===== src/rtl/instr_fetch_queue.sv =====
// -----------------------------------------------------------------------------
// instr_fetch_queue
//
// Decoupling FIFO between Fetch and Decode. It holds fetched instruction words
// together with their PCs, so Fetch can keep streaming while Decode/Rename is
// stalled by back-pressure. Decode drains entries through a valid/ready
// handshake. A flush discards every entry in one cycle.
//
// Ports
//   clk        rising-edge clock
//   reset      synchronous active-high reset; clears pointers and occupancy
//   flush      synchronous discard of all entries; same queue effect as reset
//   enq_valid  Fetch presents {enq_pc, enq_instr} this cycle
//   enq_instr  instruction word (little-endian order)
//   enq_pc     PC of enq_instr
//   enq_ready  queue can accept (count != DEPTH)
//   deq_valid  head entry present (count != 0)
//   deq_instr  head instruction word, 0 when empty
//   deq_pc     head PC, 0 when empty
//   deq_ready  Decode accepts the head entry this cycle
//   count      current occupancy, 0..DEPTH
// -----------------------------------------------------------------------------
module instr_fetch_queue #(
    parameter int DEPTH = 8,
    parameter int PTR_W = 3
) (
    input  logic             clk,
    input  logic             reset,
    input  logic             flush,
    input  logic             enq_valid,
    input  logic [31:0]      enq_instr,
    input  logic [31:0]      enq_pc,
    output logic             enq_ready,
    output logic             deq_valid,
    output logic [31:0]      deq_instr,
    output logic [31:0]      deq_pc,
    input  logic             deq_ready,
    output logic [PTR_W:0]   count
);

    localparam logic [PTR_W:0] FULL_COUNT = (PTR_W + 1)'(DEPTH);

    // Entry layout: {pc, instr}. Contents are never cleared; only the
    // pointers and occupancy decide what is valid.
    logic [63:0]      mem_reg [DEPTH];

    logic [PTR_W-1:0] head_reg;
    logic [PTR_W-1:0] head_next;
    logic [PTR_W-1:0] tail_reg;
    logic [PTR_W-1:0] tail_next;
    logic [PTR_W:0]   count_reg;
    logic [PTR_W:0]   count_next;

    logic             enq_fire;
    logic             deq_fire;
    logic [63:0]      head_entry;

    // Handshake outputs come only from the registered occupancy, so there is
    // no combinational path from deq_ready to enq_ready or from enq_valid to
    // deq_valid. A full queue refuses a write even when a read fires.
    assign enq_ready = (count_reg != FULL_COUNT);
    assign deq_valid = (count_reg != '0);
    assign count     = count_reg;

    assign enq_fire  = enq_valid && enq_ready;
    assign deq_fire  = deq_valid && deq_ready;

    // Head read is gated so stale array contents never leak out when empty.
    assign head_entry = mem_reg[head_reg];
    assign deq_instr  = deq_valid ? head_entry[31:0]  : 32'h0;
    assign deq_pc     = deq_valid ? head_entry[63:32] : 32'h0;

    // Pointer arithmetic wraps DEPTH-1 -> 0 naturally because DEPTH is a
    // power of two and the pointers are exactly PTR_W bits wide.
    always_comb begin
        head_next  = head_reg;
        tail_next  = tail_reg;
        count_next = count_reg;
        if (enq_fire) begin
            tail_next = tail_reg + PTR_W'(1);
        end
        if (deq_fire) begin
            head_next = head_reg + PTR_W'(1);
        end
        case ({enq_fire, deq_fire})
            2'b10:   count_next = count_reg + (PTR_W + 1)'(1);
            2'b01:   count_next = count_reg - (PTR_W + 1)'(1);
            default: count_next = count_reg;
        endcase
    end

    always_ff @(posedge clk) begin
        if (reset || flush) begin
            // Any handshake in a flush cycle is discarded along with the queue.
            head_reg  <= '0;
            tail_reg  <= '0;
            count_reg <= '0;
        end else begin
            head_reg  <= head_next;
            tail_reg  <= tail_next;
            count_reg <= count_next;
        end
    end

    // Storage write has no reset so it maps onto plain distributed memory.
    // Writing during a flush is harmless: the slot is outside the valid window.
    always_ff @(posedge clk) begin
        if (enq_fire) begin
            mem_reg[tail_reg] <= {enq_pc, enq_instr};
        end
    end

endmodule


===== config.mk =====
export PLATFORM = sky130hd
export DESIGN_NAME = instr_fetch_queue
export DESIGN_NICKNAME = d
export VERILOG_FILES = /design/src/rtl/instr_fetch_queue.sv
export SDC_FILE = /design/constraint.sdc
export NUM_CORES = 1
export LEC_CHECK = 0
export ABC_CLOCK_PERIOD_IN_PS = 10700
export CORE_ASPECT_RATIO = 0.5
export CORE_MARGIN = 4
export CORE_UTILIZATION = 35
export CTS_CLUSTER_SIZE = 24
export DETAILED_ROUTE_END_ITERATION = 16
export PLACE_DENSITY = 0.6
export SYNTH_ARGS = -nofsm -noshare
export SYNTH_HDL_FRONTEND = slang
export SYNTH_SLANG_ARGS = --single-unit

===== constraint.sdc =====
create_clock -name clk -period 10.7 [get_ports clk]
set_input_delay 3.21 -clock clk [delete_from_list [all_inputs] [get_ports clk]]
set_output_delay 3.21 -clock clk [all_outputs]
set_load 0.02 [all_outputs]

==> flow_summary.toml <==
[outcome]
status = "completed"

[clock_network]
ctsHoldBuffers = 0
postCtsSetupRepairBufs = 0
clock_latency_ns = 0.55
path_clk_slew_ns = 0.06
cts_tree = "yes"
h-tree-depth = 2
numCtsBuffers = 50
cts_sinks = 525
cts_resized = 0
cts.path.max_buffers = 3
cts-root-buf = "clkbuf_16"

[setup_path]
worstSetupEndpointType = "primary output"
r2r-start = "count[1]$_SDFFE_PP0P_"
cp.arrival_ns = 3.58
start_kind = "register"
worst_ep_required_time_ns = 7.49
crit_fanout = 96
crit_type = "reg -> out"

[global_route]
grt_pass1_vias = 10100
grt_overflow = 0
grt_max_degree = 97
grt_use_total_pct = 13.4
antenna_found_initial = 1
grt_pass1_wl_um = 63000

[timing]
post-route-period-util_pct = 63.5
hold_viol = 0
worstMarginPinSlew_ns = 1.01
tns_ns = 0
timing.hold.ws_ns = 0.497
slew-limit-headroom_pct = 32.8
max_freq_ghz = 0.147
final.min_clock_period_ns = 6.79
drv_slew = 0
fin_skew_ns = 0.0116
rsz0062_at_grt = "no"
setup-violations-final = 0

[floorplanning]
die_h_um = 177
initial_core_util_pct = 35.7
die_w_um = 346
core-area_sq_mm = 0.0561
die_area_sq_mm = 0.0614
io_pins = 139
rows = 61

[drt]
via_per_inst = 4.95
drt_first_pass_iters = 4
wirelength_um = 41500
ant_nets = 0
first_iter_violations = 512
avgRoutedWirePerCell_um = 22.5
via_count = 9114
route.detailed.drc = 0

[yosys]
synthesis.area_sq_mm = 0.0200
netlist_top_cells_count = "edfxtp_1 (512), mux4_2 (128), nor2_1 (79), mux2i_1 (66), buf_2 (19)"
synthTopCellsByArea = "edfxtp_1 (77%), mux4_2 (14%), mux2i_1 (3.3%)"
yosysSeqAreaShare_pct = 78.0
ys_types = 32
synth_ff_type = "edfxtp_1"
avgSynthCellArea_sq_um = 22.6
synth_top_cell_by_area = "edfxtp_1"
synth_top_area_share_pct = 76.7
async_reset_ff_share_pct = 0
synthCells = 888
synth_warnings = 0
synth_edf_count = 512
synth_most_common_cell = "edfxtp_1"
ys_ff_latch = 525
synthesis.nets = 962

[place]
port_buffers = 138
dpl.hpwl_um = 21600
gp_congestion = 0.692
placed_area_sq_mm = 0.0223

[worst_hold_path]
hp-start = "tail_reg[0]$_SDFFE_PP0P_"
hold_class = "reg -> reg"

[power]
power_density_mw_per_mm2 = 175
p_leak_nw = 7.12
ir_worst_vdd_uv = 111

[final_layout]
fillers = 4773
final_area_sq_mm = 0.0239
drive_above_1_share_pct = 21.0
final_core_util_pct = 42.5
syn_to_final_growth_pct = 19.0
largest_reg_flops = 512
nets = 1121

[run]
max_cap_violations = 0
-- through the flow --
stage | setup slack [ns] | instances | power, mW
2_1_floorplan | 2.21 | 888 | 2.45
3_3_place_gp | 4.31 | 1751 | 2.57
3_5_place_dp | 4.33 | 1751 | 2.57
4_1_cts | 3.72 | 1842 | 4.22
5_1_grt | 3.58 | 1843 | 4.32
6_report | 3.91 | 1843 | 4.17
-- critical path, cell delays in order (launching register included) --
cell and delay [ns]:
dfxtp_4 0.82, buf_12 0.71, mux4_2 0.58, mux2i_1 0.23
nor2_1 0.07, clkdlybuf4s50_1 0.58
-- path summary, 6_finish.rpt --
kind,end,slack [ns],depth (start not counted)
min reg2reg,tail_reg[0]$_SDFFE_PP0P_,0.50,2
max,deq_instr[26],3.91,5
min,tail_reg[0]$_SDFFE_PP0P_,0.50,2
max reg2reg,count[3]$_SDFFE_PP0P_,7.37,8
-- power breakdown --
part | switching, mW | leakage [nW] | total, mW | internal (mW)
sequential | 0.00989 | 4.76 | 2.29 | 2.28
combinational | 0.126 | 1.61 | 0.230 | 0.104
clock | 0.720 | 0.756 | 1.65 | 0.931
total | 0.855 | 7.12 | 4.17 | 3.32
-- area by class of cell --
| class | count | area, sq um | share of cell area, % |
|---|---|---|---|
| flip-flops and latches | 525 | 15600 | 65.6 |
| repair buffers | 153 | 1510 | 6.31 |
| well taps | 756 | 946 | 3.96 |
| inverters | 1 | 3.75 | 0.0157 |
| clock inverters | 25 | 113 | 0.472 |
| clock buffers | 66 | 1430 | 5.97 |
| diodes | 1 | 2.50 | 0.0105 |
| multi-input cells | 316 | 4220 | 17.7 |
-- cell families (layout without fill, tap and decap cells) --
family          Yosys count  count (layout)  synth area share (%)
mux                     194             194                  17.7
other cells               0               1                     0
fa+ha+maj                 5               5                 0.312
flops                   525             525                  78.0
xor+xnor                  6               6                 0.262
buf+inv                  47             245                  1.28
compound gates            8               8                 0.250
simple gates            103             103                  2.23
-- metal layers --
| metal | vias to the layer above | part of all wire, % | GRT usage [%] | routed length, um |
|---|---|---|---|---|
| li1 | 4017 | - | - | - |
| met1 | 4932 | 41 | 16.6 | 17000 |
| met2 | 111 | 55 | 25.1 | 22800 |
| met3 | 54 | 2.7 | 1.98 | 1110 |
| met4 | 0 | 1.6 | 2.87 | 679 |
| met5 | - | 0 | 0 | 0 |
-- cell usage in the layout (no fill, tap or decap), types with 2 or more instances in the layout --
cell	count
edfxtp_1	512
clkdlybuf4s50_1	138
mux4_2	128
nor2_1	73
mux2i_1	66
clkbuf_16	53
clkinv_1	14
buf_4	14
dfxtp_1	10
clkinv_2	9
clkbuf_1	8
nor2_4	6
xor2_1	5
nand3_1	5
ha_1	5
clkbuf_8	5
nand2_1	4
a21oi_1	4
nand2b_1	3
dfxtp_4	3
or2_2	2
nor3_2	2
clkinvlp_4	2
(Power assumes the default switching activity.)
